## config.mk

```make
export PLATFORM = sky130hd
export DESIGN_NAME = bnn_act_writeback
export DESIGN_NICKNAME = d
export VERILOG_FILES = /design/src/rtl/bnn_act_writeback_pkg.sv /design/src/rtl/bnn_bin_pool.sv /design/src/rtl/bnn_act_writeback.sv
export SDC_FILE = /design/constraint.sdc
export NUM_CORES = 1
export LEC_CHECK = 0
export ABC_AREA = 1
export BUFFER_PORTS_ARGS = -buffer_cell sky130_fd_sc_hd__buf_2
export CORE_MARGIN = 1
export CORE_UTILIZATION = 48
export DETAILED_ROUTE_END_ITERATION = 8
export PLACE_DENSITY = 0.76
export SYNTH_ARGS = -nofsm -noshare
export SYNTH_HDL_FRONTEND = slang
export SYNTH_SLANG_ARGS = --single-unit
```

## constraint.sdc

```tcl
create_clock -name iCLK -period 7.45 [get_ports iCLK]
set_input_delay 0.3725 -clock iCLK [delete_from_list [all_inputs] [get_ports iCLK]]
set_output_delay 0.3725 -clock iCLK [all_outputs]
set_load 0.05 [all_outputs]
```

## src/rtl/bnn_act_writeback_pkg.sv

```systemverilog
// Shared constants and types for the BNN activation write-back path and the layer FSM.
package bnn_act_writeback_pkg;

  localparam int unsigned WL_DEF   = 112;
  localparam int unsigned AW_DEF   = 5;
  localparam int unsigned POOL_DEF = 4;

  localparam logic MODE_CONV = 1'b0;
  localparam logic MODE_FCL  = 1'b1;

  typedef enum logic [1:0] {
    StIdle  = 2'd0,
    StPack  = 2'd1,
    StDrain = 2'd2
  } wb_state_e;

endpackage

```

## src/rtl/bnn_bin_pool.sv

```systemverilog
// Binary max-pool: ORs POOL comparator bits in CONV mode, passes bits straight through in FCL.
module bnn_bin_pool
  import bnn_act_writeback_pkg::*;
#(
  parameter int unsigned POOL = POOL_DEF
) (
  input  logic clk_i,
  input  logic rst_i,
  input  logic clr_i,
  input  logic mode_i,
  input  logic en_i,
  input  logic data_i,
  input  logic flush_i,
  output logic commit_o,
  output logic bit_o
);

  localparam int unsigned CW = (POOL > 1) ? $clog2(POOL) : 1;

  logic [CW-1:0] cnt_q, cnt_d;
  logic          acc_q, acc_d;

  always_comb begin
    cnt_d    = cnt_q;
    acc_d    = acc_q;
    commit_o = 1'b0;
    bit_o    = 1'b0;
    if (mode_i == MODE_FCL) begin
      commit_o = en_i;
      bit_o    = data_i;
    end else begin
      if (en_i) begin
        if (cnt_q == CW'(POOL - 1)) begin
          commit_o = 1'b1;
          bit_o    = acc_q | data_i;
          cnt_d    = '0;
          acc_d    = 1'b0;
        end else begin
          cnt_d = cnt_q + 1'b1;
          acc_d = acc_q | data_i;
        end
      end
      // A flush after the bit closes out any partial group; a completed group leaves cnt_d at 0.
      if (flush_i && (cnt_d != '0)) begin
        commit_o = 1'b1;
        bit_o    = acc_d;
        cnt_d    = '0;
        acc_d    = 1'b0;
      end
    end
    if (clr_i) begin
      cnt_d = '0;
      acc_d = 1'b0;
    end
  end

  always_ff @(posedge clk_i or posedge rst_i) begin
    if (rst_i) begin
      cnt_q <= '0;
      acc_q <= 1'b0;
    end else begin
      cnt_q <= cnt_d;
      acc_q <= acc_d;
    end
  end

endmodule

```

## src/rtl/bnn_act_writeback.sv

```systemverilog
// Activation write-back: pools/packs comparator bits LSB-first into WL-bit words and writes
// them to MEM1 through a single holding register with a ready/enable handshake.
module bnn_act_writeback
  import bnn_act_writeback_pkg::*;
#(
  parameter int unsigned WL   = WL_DEF,
  parameter int unsigned AW   = AW_DEF,
  parameter int unsigned POOL = POOL_DEF
) (
  input  logic          iCLK,
  input  logic          iRST,
  input  logic          iCLR,
  input  logic          iSTART,
  input  logic          iMODE,
  input  logic [AW-1:0] iBASE_ADDR,
  input  logic [AW:0]   iNUM_WORDS,
  input  logic          iEN,
  input  logic          iDATA,
  input  logic          iFLUSH,
  input  logic          iWr_READY,
  output logic          oWr_EN,
  output logic [AW-1:0] oWADDR,
  output logic [WL-1:0] oWDATA,
  output logic          oBUSY,
  output logic          oDONE,
  output logic          oOVF
);

  localparam int unsigned PW = $clog2(WL);
  localparam logic [PW-1:0] PtrLast = PW'(WL - 1);

  wb_state_e     state_q, state_d;
  logic          mode_q, mode_d;
  logic [AW:0]   num_words_q, num_words_d;
  logic [AW:0]   issued_q, issued_d;
  logic [AW-1:0] addr_q, addr_d;
  logic [WL-1:0] pack_q, pack_d;
  logic [PW-1:0] ptr_q, ptr_d;
  logic [WL-1:0] hold_q, hold_d;
  logic          hold_vld_q, hold_vld_d;
  logic          ovf_q, ovf_d;
  logic          done_q, done_d;

  logic          start_act, bit_act, flush_act;
  logic          accept, can_load, load, last_load;
  logic [WL-1:0] load_word;
  logic          pool_commit, pool_bit;

  assign start_act = (state_q == StIdle) && iSTART;
  assign bit_act   = (state_q == StPack) && iEN;
  assign flush_act = (state_q == StPack) && iFLUSH;
  assign accept    = hold_vld_q && iWr_READY;
  assign can_load  = !hold_vld_q || accept;

  bnn_bin_pool #(
    .POOL (POOL)
  ) u_pool (
    .clk_i    (iCLK),
    .rst_i    (iRST),
    .clr_i    (iCLR || start_act),
    .mode_i   (mode_q),
    .en_i     (bit_act),
    .data_i   (iDATA),
    .flush_i  (flush_act),
    .commit_o (pool_commit),
    .bit_o    (pool_bit)
  );

  // Datapath: commit the pooled bit first, then any flush push; at most one load per cycle.
  always_comb begin
    mode_d      = mode_q;
    num_words_d = num_words_q;
    issued_d    = issued_q;
    addr_d      = addr_q;
    pack_d      = pack_q;
    ptr_d       = ptr_q;
    hold_d      = hold_q;
    hold_vld_d  = hold_vld_q;
    ovf_d       = ovf_q;
    done_d      = 1'b0;
    load        = 1'b0;
    load_word   = '0;

    if (accept) begin
      hold_vld_d = 1'b0;
      addr_d     = addr_q + 1'b1;
    end

    if (pool_commit) begin
      if (ptr_q == PtrLast) begin
        if (can_load) begin
          load              = 1'b1;
          load_word         = pack_q;
          load_word[WL-1]   = pool_bit;
          pack_d            = '0;
          ptr_d             = '0;
        end else begin
          ovf_d = 1'b1;
        end
      end else begin
        pack_d[ptr_q] = pool_bit;
        ptr_d         = ptr_q + 1'b1;
      end
    end

    if (flush_act && !load && (ptr_d != '0)) begin
      if (can_load) begin
        load      = 1'b1;
        load_word = pack_d;
        pack_d    = '0;
        ptr_d     = '0;
      end else begin
        ovf_d = 1'b1;
      end
    end

    if (load) begin
      hold_d     = load_word;
      hold_vld_d = 1'b1;
      issued_d   = issued_q + 1'b1;
    end

    if ((state_q == StDrain) && accept) done_d = 1'b1;
    if ((state_q == StPack) && (num_words_q == '0)) done_d = 1'b1;

    if (start_act) begin
      mode_d      = iMODE;
      num_words_d = iNUM_WORDS;
      addr_d      = iBASE_ADDR;
      issued_d    = '0;
      pack_d      = '0;
      ptr_d       = '0;
      hold_vld_d  = 1'b0;
    end

    if (iCLR) begin
      mode_d      = MODE_CONV;
      num_words_d = '0;
      issued_d    = '0;
      addr_d      = '0;
      pack_d      = '0;
      ptr_d       = '0;
      hold_d      = '0;
      hold_vld_d  = 1'b0;
      ovf_d       = 1'b0;
      done_d      = 1'b0;
    end
  end

  assign last_load = load && (issued_d == num_words_q);

  always_ff @(posedge iCLK or posedge iRST) begin
    if (iRST) begin
      state_q <= StIdle;
    end else begin
      state_q <= state_d;
    end
  end

  always_comb begin
    state_d = state_q;
    unique case (state_q)
      StIdle:  if (iSTART) state_d = StPack;
      StPack: begin
        if (num_words_q == '0) state_d = StIdle;
        else if (last_load)    state_d = StDrain;
      end
      StDrain: if (accept) state_d = StIdle;
      default: state_d = StIdle;
    endcase
    if (iCLR) state_d = StIdle;
  end

  always_comb begin
    oBUSY  = (state_q != StIdle);
    oWr_EN = hold_vld_q;
    oWADDR = addr_q;
    oWDATA = hold_q;
    oDONE  = done_q;
    oOVF   = ovf_q;
  end

  always_ff @(posedge iCLK or posedge iRST) begin
    if (iRST) begin
      mode_q      <= MODE_CONV;
      num_words_q <= '0;
      issued_q    <= '0;
      addr_q      <= '0;
      pack_q      <= '0;
      ptr_q       <= '0;
      hold_q      <= '0;
      hold_vld_q  <= 1'b0;
      ovf_q       <= 1'b0;
      done_q      <= 1'b0;
    end else begin
      mode_q      <= mode_d;
      num_words_q <= num_words_d;
      issued_q    <= issued_d;
      addr_q      <= addr_d;
      pack_q      <= pack_d;
      ptr_q       <= ptr_d;
      hold_q      <= hold_d;
      hold_vld_q  <= hold_vld_d;
      ovf_q       <= ovf_d;
      done_q      <= done_d;
    end
  end

endmodule
```

Word level (Yosys, flattened, before mapping)
Cells that the tools add are included.
Widths: inputs -> output; s select.

word-level totals
  bits in registers = 257
  input bits = 20

cells by class
  add/sub/neg operators = 4
  order comparisons = 2
  equal/unequal tests = 9
  mux-type cells = 77
  bitwise gates (word level) = 1
  reductions and logical operators = 25

operators by type and width
  cell                 number
  $mux 112             14
  $bwmux 112           1
  $mux 7               7
  $mux 1               34
  $mux 6               5
  $mux 2               11
  $mux 5               3
  $logic_and 1x1->1    11
  $lt 7x8->1 const B   1
  $reduce_bool 2->1    4
  $add 7x1->7 const B  1
  $demux 1 s7          1
  $eq 7x7->1 const B   1
  $ge 7x1->1 const B   1
  $reduce_bool 7->1    1
  $add 6x1->6 const B  1
  $eq 6x6->1           1
  $logic_not 6->1      1
  $ne 3x3->1 const B   2
  $pmux 2 s3           1
  $add 5x1->5 const B  1
  $eq 2x2->1 const B   2
  $ne 4x3->1 const B   1
  $reduce_bool 4->1    1
  other kinds (9)      11

Longest topological paths before layout
Gate-level depths: netlist of run 1.

  depth in word-level cells = 22
  mapped depth = 26

Cells and area by module
A second synthesis of run 1 with hierarchy kept.

unflattened totals
  cells, all modules = 1713
  area total of the unflattened synthesis = 13157.6 um^2

by module, submodules not included
  module             times used  cells an instance  area an instance (um^2)  seq. area each (um^2)
  bnn_act_writeback  1           1671               12901.1                  6356.1
  bnn_bin_pool       1           42                 256.5                    75.1

Worst setup path before layout of run 1
Ideal clock, no wire load.

  path type = reg2reg
  start point = register u_pool.cnt_q[0]
  end point = register state_q[0]
  setup time = 117 ps
  data arrival time = 2467 ps
  required time = 7333 ps
  path slack = 4866 ps
  stages on the path, launching flop included = 23
  path buffers = 1
  clock period less this slack = 2584 ps
  path through = dfrtp_1 ha_1 inv_1 nand2_1 nand3_1 nand2_2 nand2_2 nand3_4 nand2_4 inv_2 nor3_2 nor2_1 nand3_4 nand2_4 buf_8 nand2_1 nand3_1 o21ai_0 nor2_1 nand3_1 nand2_1 nand2_1 nand2_1

between the ends
  longest elaborated chain between the ends = 20
  elaborated cells on any way between the ends = 26
  classes of those cells = add/sub: 1; eq/ne: 3; mux: 14; reduce/logical: 8

RTL lines
  what                                                            line                                    text
  start: declaration                                              bnn_bin_pool.sv:20                      logic [CW-1:0] cnt_q, cnt_d;
  start signal: assignment                                        bnn_bin_pool.sv:62                      cnt_q <= cnt_d;
  $add 2x1->2 or $eq 2x2->1 (tied branches)                       bnn_bin_pool.sv:39, bnn_bin_pool.sv:33
  $mux 2                                                          bnn_bin_pool.sv:33                      if (cnt_q == CW'(POOL - 1)) begin
  $mux 2                                                          bnn_bin_pool.sv:32                      if (en_i) begin
  $mux 2                                                          bnn_bin_pool.sv:28                      if (mode_i == MODE_FCL) begin
  $reduce_bool 2->1                                               bnn_bin_pool.sv:44                      if (flush_i && (cnt_d != '0)) begin
  $logic_and 1x1->1                                               bnn_bin_pool.sv:44
  $mux 1 (*)                                                      bnn_bin_pool.sv:44
  $mux 1 (*)                                                      bnn_bin_pool.sv:28
  parallel branches: the longest is 4 deep, another holds $mux 7  n/a
  $mux 1 (*)                                                      bnn_act_writeback.sv:106                if (flush_act && !load && (ptr_d != '0)) begin
  $mux 6                                                          bnn_act_writeback.sv:117                if (load) begin
  $mux 6                                                          bnn_act_writeback.sv:126                if (start_act) begin
  $mux 6                                                          bnn_act_writeback.sv:136                if (iCLR) begin
  $eq 6x6->1                                                      bnn_act_writeback.sv:150                assign last_load = load && (issued_d == num_words_q);
  $logic_and 1x1->1 (*)                                           bnn_act_writeback.sv:150
  $ne 4x3->1 (no source line) (*)                                 n/a
  $reduce_and 3->1 (no source line) (*)                           n/a
  end signal: assignment                                          bnn_act_writeback.sv:154                state_q <= StIdle;
  end signal: assignment                                          bnn_act_writeback.sv:156                state_q <= state_d;
  end: declaration                                                bnn_act_writeback.sv:32                 wb_state_e state_q, state_d;

Mark *: on every way between the ends. The select of a mux whose other input is x is not followed.
A chain may end at the register's enable or synchronous reset.

Worst setup path after layout of run 1
  start point = register ptr_q[1]
  end point = register hold_q[57], in the netlist oWDATA[57]

between the ends
  longest elaborated chain between the ends = 11
  elaborated cells on any way between the ends = 28
  classes of those cells = add/sub: 1; order compare: 2; eq/ne: 1; mux: 18; reduce/logical: 6

RTL lines
  what                                                            line                      text
  start: declaration                                              bnn_act_writeback.sv:38   logic [PW-1:0] ptr_q, ptr_d;
  start signal: assignment                                        bnn_act_writeback.sv:201  ptr_q <= ptr_d;
  $lt 7x8->1 (not written as such) or $ge 7x1->1 (tied branches)  bnn_act_writeback.sv:101  pack_d[ptr_q] = pool_bit;
  $logic_and 1x1->1 (not written as such)                         bnn_act_writeback.sv:101
  $mux 1 (not written as such)                                    bnn_act_writeback.sv:101
  $demux 1 s7                                                     bnn_act_writeback.sv:101
  $bwmux 112                                                      bnn_act_writeback.sv:101
  $mux 112                                                        bnn_act_writeback.sv:90   if (ptr_q == PtrLast) begin
  $mux 112                                                        bnn_act_writeback.sv:89   if (pool_commit) begin
  $mux 112                                                        bnn_act_writeback.sv:107  if (can_load) begin
  $mux 112                                                        bnn_act_writeback.sv:106
  $mux 112                                                        bnn_act_writeback.sv:117
  $mux 112                                                        bnn_act_writeback.sv:136
  end signal: assignment                                          bnn_act_writeback.sv:202  hold_q <= hold_d;
  end: declaration                                                bnn_act_writeback.sv:39   logic [WL-1:0] hold_q, hold_d;

Parallel ways exist; a longest one is shown, timed or not. The select of a mux whose other input is x is not followed.

==> impl_metrics.toml, run 1 <==
[finish]
post-route-util_pct = 55.50
final-seq-area_mm2 = 0.006431
n_antenna_cell = 0
multiInputGateArea_mm2 = 0.005663
nets = 1923
fin_area_mm2 = 0.01555
nFillCells = 2605
fin_cells = 2299
drive_above_1_share_pct = 12.02
areaGrowthSynthToFinish_pct = 12.66

[synthesis]
yosys-top-cells-area = "dfrtp_1 47%, o21ai_0 12%, inv_1 8.4%"
syn-instance-count = 1842
yosysWarnings = 0
yosysMostFrequentCell = "o21ai_0"
synthArstFlopShare_pct = 100.0
synth_top_area_share_pct = 46.60
synthFlopType = "dfrtp_1"
synth.net_count = 1866
syn-cell-area_mm2 = 0.01380
synth_seq_cells = 257
avgSynthCellArea_um2 = 7.492
synthTopCellsByCount = "319 x o21ai_0, 309 x inv_1, 273 x nor2_1"
synth.largest_area_cell = "dfrtp_1"
synth.distinct_cells = 36
synth-seq-area-share_pct = 46.60
synth_edf_count = 0

[min_path]
hp-class = "in2async"

[clocking]
clkSinkCount = 257
post_cts_buffers = 0
clk_latency_ns = 0.56
clkTransAtPathRegs_ns = 0.06
clockRootBuffer = "clkbuf_16"
numCtsBuffers = 29
cts_max_path_buffers = 3
cts_tree = "yes"
cts_resized = 0
hold_buffers = 0
h-tree-depth = 1

[status]
status = "complete, but fails checks"
violations = "negative hold slack"

[grt]
grt_util_met1_pct = 36.67
grt.total_usage_pct = 26.57
grt_overflow_total = 0
grt_first_pass_wirelength_mm = 62.79
met2_usage_pct = 42.77
antenna_found_initial = 1
top_usage_layer = "met2"
met3_usage_pct = 3.636
grt_pass1_vias = 12240
grt_max_degree = 139

[detailed_routing]
wire_per_inst_um = 16.76
drtAntennaViolNets = 0
drcViolationCount = 0
routed_wl_mm = 38.54
first_pass_iters = 6
vias = 12780
drt_iter0_drc = 1437
vias_per_cell = 5.561

[flow_run]
drv_cap = 0

[worst_setup_path]
arrival_ns = 5.46
cp_common_cell = "buf_4"
required_ns = 7.84
start_kind = "flop"
path_cells = "ha_1, nand2_1, nor2_8, inv_4, nor3_4, buf_4, nor2_1, nand3_4, clkinv_2, buf_4, a22oi_1, o21ai_0"
slowest_delay_ns = 0.99
crit_slowest_cell = "nor2_8"
cp_max_fo = 99
crit_type = "reg2reg"
endpoint_kind = "flop"

[timing]
setup_viol = 0
rsz0062_at_grt = "no"
fin_ws_ns = 2.377
layout_min_cycle_time_ns = 5.073
finalClockSkew_ns = 0.01113
timing.hold.ws_ns = -0.01776
finalSetupTns_ns = 0
relSlewSlack_pct = 18.51
fmax_mhz = 197.1
slew_viol_final = 0
tightest_slew_ns = 1.222
final_hold_viol_count = 3
finalCritPeriodShare_pct = 68.10

[floorplanning]
die-area_mm2 = 0.02943
coreArea_mm2 = 0.02801
start_util_pct = 49.27
num_rows = 61
die-height_um = 171.6
fp.dieW_um = 171.6
io_pins = 141

[power_and_ir_drop]
p_leak_nw = 6.551
total_power_mw = 3.428
vdd_drop_max_mv = 0.1571
power_density_mw_per_mm2 = 220.5

[placement]
port_buffers = 140
dp_hpwl_mm = 22.15
pre_cts_slack_ns = 2.489
dp.cells = 2246
post_dp_cell_area_mm2 = 0.01457
gp_congestion = 0.8790
==> power by group <==
| part | internal (mW) | switching [mW] |
|---|---|---|
| Clock | 0.863 | 0.608 |
| Combinational | 0.0997 | 0.405 |
| Sequential | 1.42 | 0.0290 |
==> area by class of cell <==
type                       count  share of cell area, %
inverter                     317                  7.751
tap                          378                  3.042
sequential                   257                  41.37
multi-input combinational   1143                  36.43
timing repair buffer         151                  5.135
clock buffer                  38                  5.143
clock inverter                15                  1.135
==> cells in the final DEF, fill, tap and decap left out, types with 5 or more instances in the layout <==
cell | netlist | routed
o21ai_0 | 319 | 319
inv_1 | 309 | 307
nor2_1 | 273 | 272
dfrtp_1 | 257 | 257
nand2_1 | 184 | 182
nand3_1 | 159 | 159
buf_2 | 27 | 139
a22oi_1 | 110 | 110
clkbuf_16 | 0 | 29
o22ai_1 | 21 | 21
o21ai_1 | 15 | 15
buf_4 | 0 | 11
nor3_1 | 10 | 10
nand4_1 | 9 | 9
nand2_2 | 7 | 8
a21oi_1 | 6 | 6
clkinv_2 | 0 | 6
xor2_1 | 5 | 5
clkbuf_1 | 88 | 5
clkinvlp_4 | 0 | 5
==> worst max-delay path, delay by kind of cell (launching register included) <==
| family | cells | cell delay, ns |
|---|---|---|
| AND/OR/NAND/NOR | 5 | 1.82 |
| buffers and inverters | 4 | 1.86 |
| adder cells (fa/ha/maj) | 1 | 0.25 |
| flip-flops | 1 | 0.48 |
| AO/OA/AOI/OAI | 2 | 0.40 |
==> cells by family (layout without fill, tap and decap cells) <==
group | count (synthesis) | in the layout | synth area share, %
simple gates | 654 | 654 | 20.35
compound gates | 476 | 476 | 19.57
buf+inv | 442 | 521 | 12.53
flops | 257 | 257 | 46.60
xor+xnor | 7 | 7 | 0.4443
fa+ha+maj | 4 | 4 | 0.3627
mux | 2 | 2 | 0.1451
==> path summary, 6_finish.rpt <==
kind,from,to,slack (ns),depth (start not counted)
worst max register to register,ptr_q[1]$_DFF_PP0_,oWDATA[57]$_DFFE_PP0P_,2.38,12
worst min-delay path,iRST,oWDATA[7]$_DFFE_PP0P_,-0.02,2
max in group asynchronous,iRST,pack_q[99]$_DFF_PP0_,6.20,3
worst max-delay path,ptr_q[1]$_DFF_PP0_,oWDATA[57]$_DFFE_PP0P_,2.38,12
min in group iCLK,iNUM_WORDS[0],num_words_q[0]$_DFFE_PP0P_,0.06,3
worst min register to register,oWDATA[78]$_DFFE_PP0P_,oWDATA[78]$_DFFE_PP0P_,0.50,2
==> metal layers <==
metal / routed length [um] / up-vias
li1: - / 6082
met1: 16850 / 6126
met2: 17910 / 491
met3: 2574 / 83
met4: 1195 / 2
met5: 13 / -
==> sequential cells by signal, summed over array words and instances (netlist names) <==
signal / cells
oDONE: 1
pack_q: 112
issued_q: 6
oWADDR: 5
u_pool.cnt_q: 2
state_q: 2
u_pool.acc_q: 1
oOVF: 1
oWr_EN: 1
mode_q: 1
oWDATA: 112
ptr_q: 7
num_words_q: 6
Power figures use the tool's default switching activity.
==> run 2: changes to the inputs <==
- PLACE_DENSITY: 0.76 -> 0.73
- clock period: 7.45 -> 5.1 ns (I/O delays scaled with it)
==> run 2 against run 1 <==
Effect of this change:
- the flow now finishes without violations
- count of clock-buffer cells in the layout grew 2
- global-route usage shrank 0.40 points
- wire length grew 0.11%
- register-to-register slack lost 1.4 ns
- utilization grew 0.59 points
- maximum frequency grew 24%
- critical path depth grew 5
- worst hold slack gained 0.022 ns
- worst setup slack lost 1.4 ns
- non-clock buffer count grew 13
==> impl_metrics.toml, run 2 (synthesis gave the netlist of run 1 again) <==
[status]
status = "completed"

[finish]
final_common_cell = "o21ai_0"
drive_above_1_share_pct = 12.21
nFillCells = 2605
post-route-util_pct = 56.09
n_antenna_cell = 0
nets = 1935
layout_common_cells = "319 x o21ai_0, 307 x inv_1, 272 x nor2_1, 257 x dfrtp_1, 182 x nand2_1"
areaGrowthSynthToFinish_pct = 13.85

[worst_setup_path]
cp_common_cell = "nand2_1"
slowest_delay_ns = 0.72
critPathTopFamily = "simple AND/OR/NAND/NOR gates"
cp_max_fo = 59
arrival_ns = 4.48
crit_type = "reg2reg"
endpoint_kind = "flop"
required_ns = 5.48
start_kind = "flop"
crit_slowest_cell = "clkinv_2"
path_cells = "ha_1, nand2_1, nor2_8, inv_4, nand2_1, nand2_1, inv_1, nand2_1, nand2_1, nand2_1, nor2_2, nand2_2, nand3_4, clkinv_2, buf_4, a22oi_1, o21ai_0"
critPathBufInv = 4

[grt]
top_usage_layer = "met2"
grt_pass1_vias = 12140
met3_usage_pct = 3.820
grt.total_usage_pct = 26.17
grt_util_met1_pct = 34.94
grt_max_degree = 114
grt_overflow_total = 0
grt_first_pass_wirelength_mm = 61.85
antenna_found_initial = 0
met2_usage_pct = 43.41

[floorplanning]
num_rows = 61
start_util_pct = 49.27
io_pins = 141
fp.dieW_um = 171.6
die-height_um = 171.6
die-area_mm2 = 0.02943
coreArea_mm2 = 0.02801

[clocking]
clkTransAtPathRegs_ns = 0.06
clockRootBuffer = "clkbuf_16"
h-tree-depth = 1
numCtsBuffers = 28
cts_max_path_buffers = 3
clkSinkCount = 257
cts_resized = 0
clk_latency_ns = 0.55
cts_tree = "yes"

[timing]
slew_viol_final = 0
finalClockSkew_ns = 0.009572
setup_viol = 0
finalCritPeriodShare_pct = 80.35
layout_min_cycle_time_ns = 4.098
final_hold_viol_count = 0
rsz0062_at_grt = "no"
relSlewSlack_pct = 33.81
finalSetupTns_ns = 0
fmax_mhz = 244.0
tightest_slew_ns = 0.9919

[detailed_routing]
drtAntennaViolNets = 0
vias_per_cell = 5.554
wire_per_inst_um = 16.69
first_pass_iters = 5
routed_wl_mm = 38.58
vias = 12840
drcViolationCount = 0
drt_iter0_drc = 1056

[power_and_ir_drop]
vdd_drop_max_mv = 0.2169
p_leak_nw = 6.658
power_density_mw_per_mm2 = 322.8

[min_path]
hp-class = "in2reg"

[flow_run]
drv_cap = 0

[placement]
dp_hpwl_mm = 22.51
gp_congestion = 0.8612
port_buffers = 140
## run 2: final timing paths
path	endpoint	startpoint	cells after the start	slack (ns)
max in group asynchronous	pack_q[34]$_DFF_PP0_	iRST	4	3.93
hold / removal	num_words_q[1]$_DFFE_PP0P_	iNUM_WORDS[1]	3	0.005
hold reg to reg	oWDATA[86]$_DFFE_PP0P_	oWDATA[86]$_DFFE_PP0P_	2	0.51
setup / recovery	oWDATA[79]$_DFFE_PP0P_	ptr_q[1]$_DFF_PP0_	17	1.00
min in group asynchronous	mode_q$_DFFE_PP0P_	iRST	3	0.18
setup reg to reg	oWDATA[79]$_DFFE_PP0P_	ptr_q[1]$_DFF_PP0_	17	1.00
## run 2: report_power, final
| group | internal [mW] | switching [mW] |
|---|---|---|
| sequential | 2.08 | 0.0416 |
| combinational | 0.164 | 0.606 |
| clock | 1.33 | 0.852 |
| total | 3.57 | 1.50 |
## run 2: metal layers
metal	routed length [um]	part of all wire, %	vias up
met5	0	0	-
met1	16980	44	6169
met2	17960	47	484
met4	1033	2.7	0
li1	-	-	6111
met3	2611	6.8	72
## run 2: worst reg2reg max path, stage by stage (launching register included)
cell	delay, ns
dfrtp_1	0.48
ha_1	0.24
nand2_1	0.18
nor2_8	0.58
inv_4	0.11
nand2_1	0.09
nand2_1	0.05
inv_1	0.05
nand2_1	0.05
nand2_1	0.08
nand2_1	0.08
nor2_2	0.11
nand2_2	0.08
nand3_4	0.15
clkinv_2	0.72
buf_4	0.59
a22oi_1	0.20
o21ai_0	0.11
## run 2: final cells by class
| class | instances | area (um^2) | share of cell area (%) |
|---|---|---|---|
| inverters | 317 | 1201 | 7.645 |
| well taps | 378 | 473.0 | 3.010 |
| repair buffers | 164 | 938.4 | 5.973 |
| multi-input cells | 1143 | 5668 | 36.08 |
| flip-flops and latches | 257 | 6431 | 40.93 |
| clock inverters | 12 | 172.7 | 1.099 |
| clock buffers | 40 | 827.0 | 5.264 |
## run 2: what timing repair did
item                                   CTS  global route
hold buffers                             7             0
setup buffers                            0             0
endpoints found under the hold margin   10             0
## run 2: per-stage QoR
step,instances,setup slack (ns),total power [mW],hold slack [ns],instance area (um^2)
floorplan,1842,1.459,2.708,0.4028,13800
global placement,2252,1.187,2.901,0.1921,14640
detailed placement,2252,1.086,2.915,0.1877,14640
CTS,2311,1.074,5.093,0.0004943,15710
global route,2311,0.6979,5.257,0.01767,15710
finish,2311,1.002,5.072,0.004586,15710
